==> src/rtl/alu_sequencer.sv <==
// alu_sequencer
//   Micro-program sequencer for the 4-bit-operand / 8-bit-accumulator ALU datapath.
//   A small program of {op[6:4], operand[3:0]} words is written while idle. Start
//   clears the accumulator, then each word is fetched onto Alu_op/Alu_a and the
//   accumulator load is pulsed once per instruction. Done pulses for one cycle at the end.
//
//   Parameters: PROG_DEPTH (program entries, power of two 2..16), ADDR_W = log2(PROG_DEPTH)
//
//   Ports:
//     Clock, Reset       rising-edge clock, synchronous active-high reset
//     Wr_en/Wr_addr/Wr_data  program write port (only honoured in IDLE)
//     Start, Length      run request and instruction count (sampled in IDLE)
//     Step               single-step advance (only with SINGLE_STEP_EN defined)
//     Alu_op, Alu_a      ALU function select and operand A
//     Acc_clear, Acc_load  accumulator clear / load strobes
//     Pc, Busy, Done     program index, running flag, completion pulse
//
//   Build option: define SINGLE_STEP_EN to add the Step port; FETCH then waits for Step=1.
module alu_sequencer #(
  parameter int PROG_DEPTH = 8,
  parameter int ADDR_W     = 3
) (
  input  logic              Clock,
  input  logic              Reset,
  input  logic              Wr_en,
  input  logic [ADDR_W-1:0] Wr_addr,
  input  logic [6:0]        Wr_data,
  input  logic              Start,
  input  logic [3:0]        Length,
`ifdef SINGLE_STEP_EN
  input  logic              Step,
`endif
  output logic [2:0]        Alu_op,
  output logic [3:0]        Alu_a,
  output logic              Acc_clear,
  output logic              Acc_load,
  output logic [ADDR_W-1:0] Pc,
  output logic              Busy,
  output logic              Done
);

  typedef enum logic [2:0] {IDLE, CLEAR, FETCH, EXEC, DONE} state_e;

  state_e            state_q, state_d;
  logic [ADDR_W-1:0] pc_q, pc_d;
  logic [ADDR_W-1:0] last_q, last_d;
  logic [2:0]        alu_op_q, alu_op_d;
  logic [3:0]        alu_a_q, alu_a_d;
  logic              acc_clear_q, acc_clear_d;
  logic              acc_load_q, acc_load_d;
  logic              busy_q, busy_d;
  logic              done_q, done_d;

  logic [6:0]        mem_q [PROG_DEPTH];
  logic [6:0]        fetch_word;
  logic [4:0]        clamp_len;
  logic              step_ok;

  // Program memory is deliberately not reset; it is locked whenever a run is in progress.
  always_ff @(posedge Clock) begin
    if (Wr_en && !Reset && state_q == IDLE) begin
      mem_q[Wr_addr] <= Wr_data;
    end
  end

  assign fetch_word = mem_q[pc_q];

`ifdef SINGLE_STEP_EN
  assign step_ok = Step;
`else
  assign step_ok = 1'b1;
`endif

  // Runs longer than the program are clamped so Pc never wraps.
  always_comb begin
    clamp_len = ({1'b0, Length} > 5'(PROG_DEPTH)) ? 5'(PROG_DEPTH) : {1'b0, Length};
  end

  always_comb begin
    state_d  = state_q;
    pc_d     = pc_q;
    last_d   = last_q;
    alu_op_d = alu_op_q;
    alu_a_d  = alu_a_q;
    case (state_q)
      IDLE: begin
        if (Start && Length != 4'd0) begin
          state_d = CLEAR;
          pc_d    = '0;
          last_d  = ADDR_W'(clamp_len - 5'd1);
        end
      end
      CLEAR: state_d = FETCH;
      FETCH: begin
        // Reloaded every FETCH cycle; memory is locked, so values stay stable while stalled.
        alu_op_d = fetch_word[6:4];
        alu_a_d  = fetch_word[3:0];
        if (step_ok) state_d = EXEC;
      end
      EXEC: begin
        if (pc_q == last_q) begin
          state_d = DONE;
        end else begin
          pc_d    = pc_q + ADDR_W'(1);
          state_d = FETCH;
        end
      end
      DONE:    state_d = IDLE;
      default: state_d = IDLE;
    endcase
    // Moore outputs are registered from the next state so they line up with the state.
    acc_clear_d = (state_d == CLEAR);
    acc_load_d  = (state_d == EXEC);
    done_d      = (state_d == DONE);
    busy_d      = (state_d == CLEAR) || (state_d == FETCH) || (state_d == EXEC);
  end

  always_ff @(posedge Clock) begin
    if (Reset) begin
      state_q     <= IDLE;
      pc_q        <= '0;
      last_q      <= '0;
      alu_op_q    <= '0;
      alu_a_q     <= '0;
      acc_clear_q <= 1'b0;
      acc_load_q  <= 1'b0;
      busy_q      <= 1'b0;
      done_q      <= 1'b0;
    end else begin
      state_q     <= state_d;
      pc_q        <= pc_d;
      last_q      <= last_d;
      alu_op_q    <= alu_op_d;
      alu_a_q     <= alu_a_d;
      acc_clear_q <= acc_clear_d;
      acc_load_q  <= acc_load_d;
      busy_q      <= busy_d;
      done_q      <= done_d;
    end
  end

  assign Alu_op    = alu_op_q;
  assign Alu_a     = alu_a_q;
  assign Acc_clear = acc_clear_q;
  assign Acc_load  = acc_load_q;
  assign Pc        = pc_q;
  assign Busy      = busy_q;
  assign Done      = done_q;

endmodule

==> config.mk <==
export PLATFORM = sky130hd
export DESIGN_NAME = alu_sequencer
export DESIGN_NICKNAME = d
export VERILOG_FILES = /design/src/rtl/alu_sequencer.sv
export SDC_FILE = /design/constraint.sdc
export NUM_CORES = 1
export LEC_CHECK = 0
export CAP_MARGIN = 20
export CORE_UTILIZATION = 38
export CTS_CLUSTER_DIAMETER = 80
export DETAILED_ROUTE_END_ITERATION = 10
export PLACE_DENSITY = 0.68
export REMOVE_ABC_BUFFERS = 1
export SLEW_MARGIN = 20
export SYNTH_ARGS = -nofsm -noshare
export SYNTH_HDL_FRONTEND = slang
export SYNTH_SLANG_ARGS = --single-unit
==> constraint.sdc <==
create_clock -name Clock -period 5 [get_ports Clock]
set_input_delay 0.5 -clock Clock [delete_from_list [all_inputs] [get_ports Clock]]
set_output_delay 0.5 -clock Clock [all_outputs]
set_load 0.005 [all_outputs]
* Word level (Yosys, flattened, before mapping)
Memories as Yosys holds them, arrays and structs flattened. A register that Yosys moved wholly into a read port is not among the register bits. Cells that the tools add are included.
Cells by class: add/subtract/negate cells 2, $mul 0, div/mod/pow operators 0, magnitude comparators 1, equality and inequality tests 10, shift-type cells 0, mux-type cells 9, bitwise operators 0, reductions and logical operators 11
Operators by type and width (count):
- $mux W3 | 5
- $eq A3 B2 Y1 const B | 4
- $pmux W3 S4 | 1
- $eq A3 B1 Y1 const B | 2
- $pmux W3 S2 | 1
- $gt A4 B4 Y1 const B | 1
- $reduce_bool A4 Y1 | 1
- $add A3 B1 Y3 const B | 1
- $eq A3 B3 Y1 | 1
- $eq A3 B3 Y1 const B | 1
- $logic_and A1 B1 Y1 | 3
- $logic_not A3 Y1 | 1
- $reduce_and A3 Y1 | 1
- $sub A3 B1 Y3 const B | 1
- $logic_or A1 B1 Y1 | 2
- $mux W1 | 2
- $ne A2 B1 Y1 const B | 1
- $ne A2 B2 Y1 const B | 1
- $reduce_and A2 Y1 | 1
- $reduce_bool A2 Y1 | 1
- $logic_not A1 Y1 | 1
Storage, ports and cells: flip-flop bits (word level) 13, latch bits 0, bits in writable memories 56, memory bits (read-only) 0, output and inout bits 14, memories 1
Memories:
- mem_q | words 8, width 7, read ports 1, clocked after memory_dff 1, wr ports 1, RTL line 54 | logic [6:0] mem_q [PROG_DEPTH];

* Longest topological paths before layout
Gate-level depths: netlist (run 1).
depth in word-level cells 7, mapped depth 6, depth with buffers taken out 4

* Worst setup path before layout (run 1)
Ideal clock, no wire load.
path type input -> register, from input Reset, to memory mem_q[0][0] (enable), setup time 380 ps, arrival 1533 ps, slack 3087 ps, stages on the path 4, cell sequence clkbuf_1 > nor2_1 > nand4b_1 > nor3_1
Between the ends: longest elaborated chain between the ends 5
RTL lines:
- start, declared | RTL line 24 | input logic Reset,
- $logic_not A1 Y1 | RTL line 61 | if (Wr_en && !Reset && state_q == IDLE) begin
- $logic_and A1 B1 Y1 (2 in a row) | RTL line 61
- $mux W1 | RTL line 61
- $mux W1 (not written as such) | RTL line 62 | mem_q[Wr_addr] <= Wr_data;
- end, declared | RTL line 54
No other way between the ends.

* Worst setup path in the final report (run 1)
from input Reset, to memory mem_q[0][2] (enable)
The elaborated chain is that of the path after synthesis.

==> results of run 1 <==
-- sequential cells by signal, summed over array words and instances, names as in the netlist --
register,count
mem_q,56
Alu_a,4
Alu_op,3
Pc,3
last_q,3
state_q,3
Acc_clear,1
Acc_load,1
Busy,1
Done,1
-- layer usage --
| metal | global-route usage | vias up | part of all wire |
|---|---|---|---|
| li1 | - | 827 | - |
| met1 | 0.211 | 869 | 0.45 |
| met2 | 0.239 | 46 | 0.48 |
| met3 | 0.0360 | 8 | 0.047 |
| met4 | 0.0794 | 0 | 0.015 |
| met5 | 0 | - | 0 |
-- synthesized netlist by cell type (3+ instances only) --
cell type / count / share of area
nor3_1: 3 / 0.0049
a21oi_1: 3 / 0.0049
mux4_2: 8 / 0.059
buf_1: 3 / 0.0037
nand2b_1: 4 / 0.0082
edfxtp_1: 56 / 0.55
or2_2: 3 / 0.0062
mux2i_1: 15 / 0.049
nor4_1: 3 / 0.0062
a22oi_1: 6 / 0.015
a32o_1: 6 / 0.020
nor2_1: 11 / 0.014
xnor2_1: 4 / 0.012
or2_0: 3 / 0.0062
nand2_1: 4 / 0.0049
dfxtp_1: 20 / 0.13
-- path summary, 6_finish.rpt --
| path | start | to | cells past startpoint |
|---|---|---|---|
| max | Reset | mem_q[0][2]$_DFFE_PP_ | 4 |
| min reg2reg | Alu_op[1]$_SDFFE_PP0N_ | Alu_op[1]$_SDFFE_PP0N_ | 1 |
| min | Alu_op[1]$_SDFFE_PP0N_ | Alu_op[1]$_SDFFE_PP0N_ | 1 |
| max reg2reg | state_q[1]$_SDFF_PP0_ | mem_q[0][2]$_DFFE_PP_ | 3 |
-- critical path, delay by kind of cell --
family	cells	cell delay, ps
buffers and inverters	1	610
and+or+nand+nor	3	1230
-- cells in the final DEF (no fill, tap or decap), types with 2 or more instances in the layout --
cell type,instances
clkdlybuf4s50_1,31
or2_2,3
ha_1,2
nor2b_1,2
inv_1,2
nor2_1,11
mux2i_1,15
nand4b_1,2
dfxtp_1,20
a211oi_1,2
clkbuf_8,9
or2_0,3
o211ai_1,2
mux4_2,8
clkinv_2,2
inv_6,2
a22oi_1,6
nand2_1,4
a21oi_1,3
xnor2_1,4
nand2b_1,4
a32o_1,6
edfxtp_1,56
nor3_1,3
nor4_1,3
nand3_1,2
-- final cells by class --
| type | count | area [sq um] | share of cell area |
|---|---|---|---|
| multi-input combinational | 103 | 882 | 0.244 |
| clock inverter | 7 | 73.8 | 0.0204 |
| clock buffer | 9 | 124 | 0.0343 |
| tap | 102 | 128 | 0.0353 |
| inverter | 2 | 7.51 | 0.00208 |
| sequential | 76 | 2080 | 0.576 |
| timing repair buffer | 32 | 318 | 0.0879 |
-- kinds of logic after synthesis --
logic type	synth area share
flops	0.684
simple gates	0.0843
compound gates	0.0736
mux	0.112
buf+inv	0.0259
xor+xnor	0.0115
fa+ha+maj	0.00822
-- stage by stage --
stage / hold slack, ps / utilization / instance area [sq um] / cells
floorplan: 466 / - / 2970 / 181
global placement: 455 / 0.442 / 3420 / 315
detailed placement: 467 / 0.442 / 3420 / 315
CTS: 485 / 0.468 / 3610 / 331
global route: 509 / 0.468 / 3610 / 331
finish: 479 / 0.468 / 3610 / 331
-- power breakdown --
part | leakage [nW] | total, W | switching, W | internal (W)
logic | 0.363 | 0.0000878 | 0.0000444 | 0.0000434
registers | 0.668 | 0.000703 | 0.0000105 | 0.000693
clock network | 0.100 | 0.000459 | 0.000226 | 0.000233
==> summary.md, run 1 <==
| Metric | Value |
|---|---|
| Worst path arrival time | `2350 ps` |
| Count of clock tree sinks | `76` |
| CTS tree | `yes` |
| Height of the die | `91.5 um` |
| Count of synthesis-stage warnings from yosys | `0` |
| Mean routed wirelength per cell | `between 15 and 20 um` |
| Layout cells sized above 1 | `0.140` |
| Total design power | `0.00125 W` |
| Max-cap check violation count | `0` |
| Core region area | `0.00773 sq mm` |
| Highest clock frequency the design can meet | `roughly 0.42 GHz` |
| Leakage dissipation | `1.13 nW` |
| Portion of the clock cycle consumed by the worst path in the final layout | `0.478` |
| Critical setup path kind | `input port to register` |
| Aggregate global-route resource usage | `0.157` |
| Post-Route WL | `between 5000 and 6000 um` |
| Post-synth top flop | `edfxtp_1` |
| Depth of the CTS H-tree | `3` |
| Highest cell delay on the worst timing path | `a little under 800 ps` |
| Reg-to-reg setup timing slack | `2920 ps` |
| Largest net degree at the start of global routing | `25` |
| 1st-pass router iterations | `4` |
| Kind of end point of the critical path | `register` |
| Final critical delay including setup and external delays | `between 2000 and 2500 ps` |
| Top-level I/O count | `32` |
| Sequential-to-total area share from yosys stat | `0.684` |
| Setup Buffers After CTS | `0` |
| Least-Margin Pin Slew | `between 900 and 1000 ps` |
| Remaining DRCs | `0` |
| # diodes | `0` |
| Setup repair after global routing missed its margin | `no` |
| Final hold violations | `0` |
| Initial DRC count | `108` |
| Async set-or-reset flop fraction in the synthesized netlist | `0` |
| Critical-path top delay cell | `nor3_1` |
| Maximum clock skew at final layout | `~10 ps` |
| Remaining global-route overflow | `0` |
| Pwr/cell area | `346 mW/mm^2` |
| Post-DRT Antenna Nets | `0` |
| Worst-case headroom to the max-slew limit | `0.360` |
| Area of the die | `between 0.008 and 0.009 sq mm` |
| Flip-flop and latch count after synthesis | `between 70 and 80` |
| Net count reported at finish | `roughly 240` |
| Critical Path Start Type | `input port` |
| Final count of pins violating max slew | `0` |
| Outcome | `finished, final reports clean` |
| Count of flip-flops with a built-in enable after synthesis | `between 50 and 60` |
| Clock-pin slew on the worst setup and hold paths | `80 ps` |
| Number of different library cells in the post-synthesis netlist | `45` |
| Detail-routed via count per cell | `around 5.3` |
| Port buffer count | `31` |
| Overall via count from detail_route | `~1800` |
| Number of fill cells | `just under 700` |
| Summed negative setup slack over all endpoints | `0 ps` |
| Worst endpoint required time | `approximately 5000 ps` |
| Cells along the critical path | `clkdlybuf4s50_1 -> nor2_1 -> nand4b_1 -> nor3_1` |
| Number of buffers inserted by hold repair at cts | `0` |
| CTS buffer count | `9` |
| Clock network latency to the later pin of the worst-skew pair | `340 ps` |
| Clk Tree Root Cell | `clkbuf_8` |
| VDD IR max | `~170 uV` |
| Initial antenna violation count | `0` |
| Average size of a mapped cell | `roughly 16 sq um` |
| Final worst slack | `between 2000 and 3000 ps` |
| Buffers from clock root to sink, at most | `2` |
| Total of endpoints with negative setup slack in the final report | `0` |
| Post-synth design cell area | `0.00304 sq mm` |
| Worst slack at placement | `2270 ps` |
| Starting Density | `0.394` |
| Placer's final routability congestion estimate | `around 0.73` |
| Placement row count | `32` |
| Via count of the first global-routing pass | `roughly 1800` |
| Post-CTS Resized | `0` |
| Die X-Extent | `about 91 um` |
| Global-route wire length before repair | `between 9000 and 10000 um` |
| Largest fanout on the critical path | `12` |
| Area added between synthesis and finish | `18.8%` |
| Number of standard cells after synthesis | `191` |
| Min-Delay Path Class | `register to register` |
Note: power is estimated with default switching activity, not from simulation.
==> run 2: changes to the inputs <==
Settings changed: PLACE_DENSITY 0.68 to 0.7.
Clock period 5 ns to 2.1 ns, I/O delays scaled along.
==> summary.md, run 2 (synthesis gave the netlist of run 1 again) <==
| Metric | Value |
|---|---|
| Aggregate global-route resource usage | `0.150` |
| Clk Tree Root Cell | `clkbuf_8` |
| Largest fanout on the critical path | `15` |
| Max-cap check violation count | `0` |
| Global-route wire length before repair | `just over 9000 um` |
| Core region area | `~0.0077 sq mm` |
| Area added between synthesis and finish | `22.9%` |
| Critical setup path kind | `register to output port` |
| Net count reported at finish | `263` |
| Mean routed wirelength per cell | `16.5 um` |
| Setup repair after global routing missed its margin | `no` |
| Number of fill cells | `662` |
| Total of endpoints with negative setup slack in the final report | `0` |
| # diodes | `0` |
| Clock Power Share | `0.335` |
| Height of the die | `slightly above 90 um` |
| Kind of end point of the critical path | `output port` |
| Outcome | `finished, final reports clean` |
| Placer's final routability congestion estimate | `approximately 0.83` |
| Top-level I/O count | `32` |
| Buffers from clock root to sink, at most | `2` |
| Least-Margin Pin Slew | `635 ps` |
| Switching Power | `approximately 0.00066 W` |
| Number of buffers inserted by hold repair at cts | `0` |
| Via count of the first global-routing pass | `between 1500 and 2000` |
| CTS buffer count | `9` |
| Power share of the combinational group | `0.076` |
| Final hold violations | `0` |
| Critical Path Start Type | `register` |
| Port buffer count | `31` |
| Critical-path top delay cell | `dfxtp_1` |
| Worst endpoint required time | `1890 ps` |
| Top delay family on crit path | `flip-flops` |
| Highest-count cells in the layout ignoring fill and taps | `edfxtp_1 (56), clkdlybuf4s50_1 (31), dfxtp_1 (20)` |
| Layout cells sized above 1 | `0.202` |
| Cells along the critical path | `clkdlybuf4s50_1` |
| 1st-pass router iterations | `4` |
| Starting Density | `0.394` |
| Leakage dissipation | `roughly 1.2 nW` |
| Detail-routed via count per cell | `just over 5` |
| CTS tree | `yes` |
| Sequential Power Share | `0.588` |
| Final count of pins violating max slew | `0` |
| Initial DRC count | `115` |
| Sw frac | `0.231` |
| Post-CTS Resized | `0` |
| Placement row count | `32` |
| Clock-pin slew on the worst setup and hold paths | `roughly 80 ps` |
| Depth of the CTS H-tree | `3` |
| Area of the die | `roughly 0.0084 sq mm` |
| Final standard cell count with taps included and fillers excluded | `350` |
| Highest clock frequency the design can meet | `0.525 GHz` |
| Commonest non-fill, non-tap cell in the layout | `edfxtp_1` |
| Placed cell count | `between 300 and 400` |
| Highest cell delay on the worst timing path | `roughly 730 ps` |
| Initial antenna violation count | `0` |
| Final critical delay including setup and external delays | `1910 ps` |
| Largest net degree at the start of global routing | `18` |
| Worst-case headroom to the max-slew limit | `0.576` |
| Number of buffer and inverter stages on the critical path | `1` |
| Min-Delay Path Class | `register to register` |
| Register ranked first by flip-flop count | `mem_q` |
| DP HPWL | `a little over 4000 um` |
| Post-DRT Antenna Nets | `0` |
| Portion of the clock cycle consumed by the worst path in the final layout | `0.908` |
| Flip-flop count of the largest register after layout | `56` |
| Remaining DRCs | `0` |
| Overall via count from detail_route | `between 1500 and 2000` |
| Die X-Extent | `91.5 um` |
| Maximum clock skew at final layout | `10.2 ps` |
| VDD IR max | `about 340 uV` |
| Summed negative setup slack over all endpoints | `0 ps` |
| Design internal power | `between 0.002 and 0.0025 W` |
| Post-Route WL | `5770 um` |
| Worst path arrival time | `approximately 1700 ps` |
| Pwr/cell area | `between 700 and 800 mW/mm^2` |
| Clock network latency to the later pin of the worst-skew pair | `approximately 350 ps` |
| Remaining global-route overflow | `0` |
| Count of clock tree sinks | `76` |
| Setup Buffers After CTS | `0` |
-- run 2: power groups by stage --
| stage | registers (W) | logic (W) | clock network [W] |
|---|---|---|---|
| after global placement | 0.00171 | 0.000214 | 0 |
| after floorplan | 0.00170 | 0.0000972 | 0 |
| final | 0.00168 | 0.000218 | 0.000955 |
| after CTS | 0.00168 | 0.000219 | 0.000974 |
| after global routing | 0.00168 | 0.000239 | 0.00104 |
| after detailed placement | 0.00171 | 0.000218 | 0 |
-- run 2: path summary, 6_finish.rpt --
kind                         start                    end  slack, ps  cells past startpoint
max             Pc[0]$_SDFFE_PP0P_                  Pc[0]        190                      1
min          Alu_a[2]$_SDFFE_PP0N_  Alu_a[2]$_SDFFE_PP0N_        480                      1
max reg2reg     Pc[0]$_SDFFE_PP0P_     Pc[0]$_SDFFE_PP0P_        300                      3
min reg2reg  Alu_a[2]$_SDFFE_PP0N_  Alu_a[2]$_SDFFE_PP0N_        480                      1
-- run 2: through the flow --
step	instance area, sq um	utilization	hold slack, ps	setup WS (ps)	power [W]
floorplan	2970	-	279	-110	0.00180
global placement	3570	0.462	470	222	0.00192
detailed placement	3570	0.462	473	199	0.00193
CTS	3740	0.484	491	155	0.00287
global route	3740	0.484	516	105	0.00296
finish	3740	0.484	482	194	0.00285
-- run 2: cell type report --
| type | count | area [sq um] | area share |
|---|---|---|---|
| timing repair buffer | 51 | 473 | 0.126 |
| sequential | 76 | 2080 | 0.557 |
| inverter | 2 | 7.51 | 0.00201 |
| clock buffer | 10 | 128 | 0.0341 |
| clock inverter | 6 | 40.0 | 0.0107 |
| multi-input combinational | 103 | 882 | 0.236 |
| tap | 102 | 128 | 0.0341 |
-- run 2: routing by layer --
metal	vias up	global-route usage	share of wire
li1	863	-	-
met1	865	0.195	0.44
met2	40	0.240	0.50
met3	8	0.0369	0.045
met4	0	0.0635	0.014
met5	-	0	0
==> run 3: changes to the inputs <==
Settings changed: PLACE_DENSITY 0.7 to 0.56.
Clock period 2.1 ns to 1.6 ns, I/O delays scaled along.
==> summary.md, run 3 (synthesis gave the netlist of run 1 again) <==
| Metric | Value |
|---|---|
| Aggregate global-route resource usage | `0.162` |
| Global-route wire length before repair | `slightly below 10000 um` |
| Post-DRT Antenna Nets | `0` |
| Flip-flop count of the largest register after layout | `56` |
| CTS tree | `yes` |
| Critical-path top delay cell | `dfxtp_4` |
| Critical setup path kind | `register to register` |
| Critical path startpoint | `Pc[1]$_SDFFE_PP0P_` |
| Buffers from clock root to sink, at most | `2` |
| Clock network latency to the later pin of the worst-skew pair | `about 340 ps` |
| Number of buffers inserted by hold repair at cts | `0` |
| Area of the die | `around 0.0084 sq mm` |
| Number of fill cells | `about 640` |
| Clk Tree Root Cell | `clkbuf_8` |
| Outcome | `finished, final reports clean` |
| Leakage dissipation | `between 1 and 1.5 nW` |
| Count of clock tree sinks | `76` |
| Commonest non-fill, non-tap cell in the layout | `edfxtp_1` |
| Height of the die | `around 91 um` |
| Power share of the combinational group | `0.095` |
| Maximum clock skew at final layout | `about 9.4 ps` |
| Worst-case headroom to the max-slew limit | `0.741` |
| Switching Power | `between 0.0009 and 0.001 W` |
| Final critical delay including setup and external delays | `1590 ps` |
| Final standard cell count with taps included and fillers excluded | `384` |
| Layout cells sized above 1 | `0.333` |
| Net count reported at finish | `297` |
| Clock-pin slew on the worst setup and hold paths | `about 80 ps` |
| Setup repair after global routing missed its margin | `yes` |
| Post-Route WL | `6340 um` |
| Summed negative setup slack over all endpoints | `0 ps` |
| Worst reg2reg path startpoint | `Pc[1]$_SDFFE_PP0P_` |
| Detail-routed via count per cell | `about 5` |
| Initial antenna violation count | `0` |
| Portion of the clock cycle consumed by the worst path in the final layout | `0.993` |
| Pwr/cell area | `971 mW/mm^2` |
| Worst endpoint required time | `approximately 1800 ps` |
| Placement row count | `32` |
| Cells along the critical path | `buf_12 -> buf_8 -> xnor2_4 -> a311oi_2 -> buf_4 -> mux2_4` |
| Final count of pins violating max slew | `0` |
| Sw frac | `0.226` |
| Clock Power Share | `0.357` |
| Multi-input logic area | `937 sq um` |
| Total of endpoints with negative setup slack in the final report | `0` |
| Reg area | `about 0.0021 sq mm` |
| Register ranked first by flip-flop count | `mem_q` |
| Mean routed wirelength per cell | `16.5 um` |
| Remaining global-route overflow | `0` |
| Die X-Extent | `around 91 um` |
| Port buffer count | `31` |
| CTS buffer count | `9` |
| Critical Path Start Type | `register` |
| Initial DRC count | `77` |
| Design internal power | `about 0.0031 W` |
| Top delay family on crit path | `buffers and inverters` |
| Sequential Power Share | `0.549` |
| Highest clock frequency the design can meet | `0.630 GHz` |
| Top-level I/O count | `32` |
| Least-Margin Pin Slew | `386 ps` |
| Highest cell delay on the worst timing path | `360 ps` |
| Kind of end point of the critical path | `register` |
| Overall via count from detail_route | `just under 2000` |
| Final hold violations | `0` |
| Area added between synthesis and finish | `35.4%` |
| Max-cap check violation count | `0` |
| 1st-pass router iterations | `4` |
| # diodes | `0` |
| Hold path start | `Alu_a[3]$_SDFFE_PP0N_` |
| Number of buffer and inverter stages on the critical path | `3` |
| Core region area | `approximately 0.0077 sq mm` |
| Largest fanout on the critical path | `7` |
| Placed cell count | `360` |
| Worst path arrival time | `approximately 1800 ps` |
| Min-Delay Path Class | `register to register` |
| Starting Density | `0.394` |
| Placer's final routability congestion estimate | `around 0.72` |
| Highest-count cells in the layout ignoring fill and taps | `edfxtp_1 (56), buf_4 (48), clkdlybuf4s50_1 (30)` |
| Depth of the CTS H-tree | `3` |
| VDD IR max | `a little under 600 uV` |
| Via count of the first global-routing pass | `approximately 1900` |
| Largest net degree at the start of global routing | `15` |
| DP HPWL | `between 4000 and 5000 um` |
| Remaining DRCs | `0` |
==> run 3: cell types whose count changed in the layout (fill, tap and decap cells not counted), moves of 2 or more <==
cell and delta:
buf_4 +29, buf_6 +3, clkinvlp_4 +3, dfxtp_1 -3, or2_2 -3, or2_4 +3
clkinv_2 -2, dfxtp_4 +2, or2_0 -2, or2_1 +2
==> run 3: area by class of cell <==
class / count / share of cell area
well taps: 102 / 0.0310
inverters: 2 / 0.00273
multi-input cells: 103 / 0.228
clock buffers: 10 / 0.0310
repair buffers: 85 / 0.184
clock inverters: 6 / 0.0161
flip-flops and latches: 76 / 0.508
==> run 3: metal layers <==
layer,part of all wire,global-route usage,up-vias
met5,0,0,-
met4,0.0058,0.0754,0
met3,0.036,0.0310,4
met2,0.48,0.248,42
met1,0.48,0.223,963
li1,-,-,927
==> run 3: worst register-to-register path, stage by stage (launching register included) <==
cell and delay, ps:
dfxtp_4 360, buf_12 140, buf_8 120, xnor2_4 120, a311oi_2 290, buf_4 160
mux2_4 280
==> run 3: metrics by stage <==
step                setup WS (ps)  cell area, sq um  utilization  total power, W  hold slack (ps)
floorplan                    -610              2970            -         0.00236              229
global placement             -146              3780        0.489         0.00259              458
detailed placement           -170              3780        0.489         0.00259              461
CTS                          2.76              4020        0.521         0.00401              480
global route                -59.5              4120        0.533         0.00416              496
finish                       11.5              4120        0.533         0.00400              474
==> run 3: final timing paths <==
path,cells after the start,slack [ps],to
worst max-delay path,6,10,Pc[0]$_SDFFE_PP0P_
worst min-delay path,1,470,Alu_a[3]$_SDFFE_PP0N_
worst max register to register,6,10,Pc[0]$_SDFFE_PP0P_
worst min register to register,1,470,Alu_a[3]$_SDFFE_PP0N_
==> run 3: repair_timing <==
action	in CTS	in global routing
endpoints found under the setup margin	9	18
pin swaps	1	7
gates resized for setup	9	16
setup buffers	4	4
==> run 3: power by group through the flow <==
| stage | combinational (W) | clock (W) | sequential [W] |
|---|---|---|---|
| floorplan | 0.000128 | 0 | 0.00224 |
| global placement | 0.000353 | 0 | 0.00224 |
| detailed placement | 0.000353 | 0 | 0.00224 |
| CTS | 0.000356 | 0.00146 | 0.00219 |
| global route | 0.000412 | 0.00154 | 0.00220 |
| finish | 0.000379 | 0.00143 | 0.00219 |
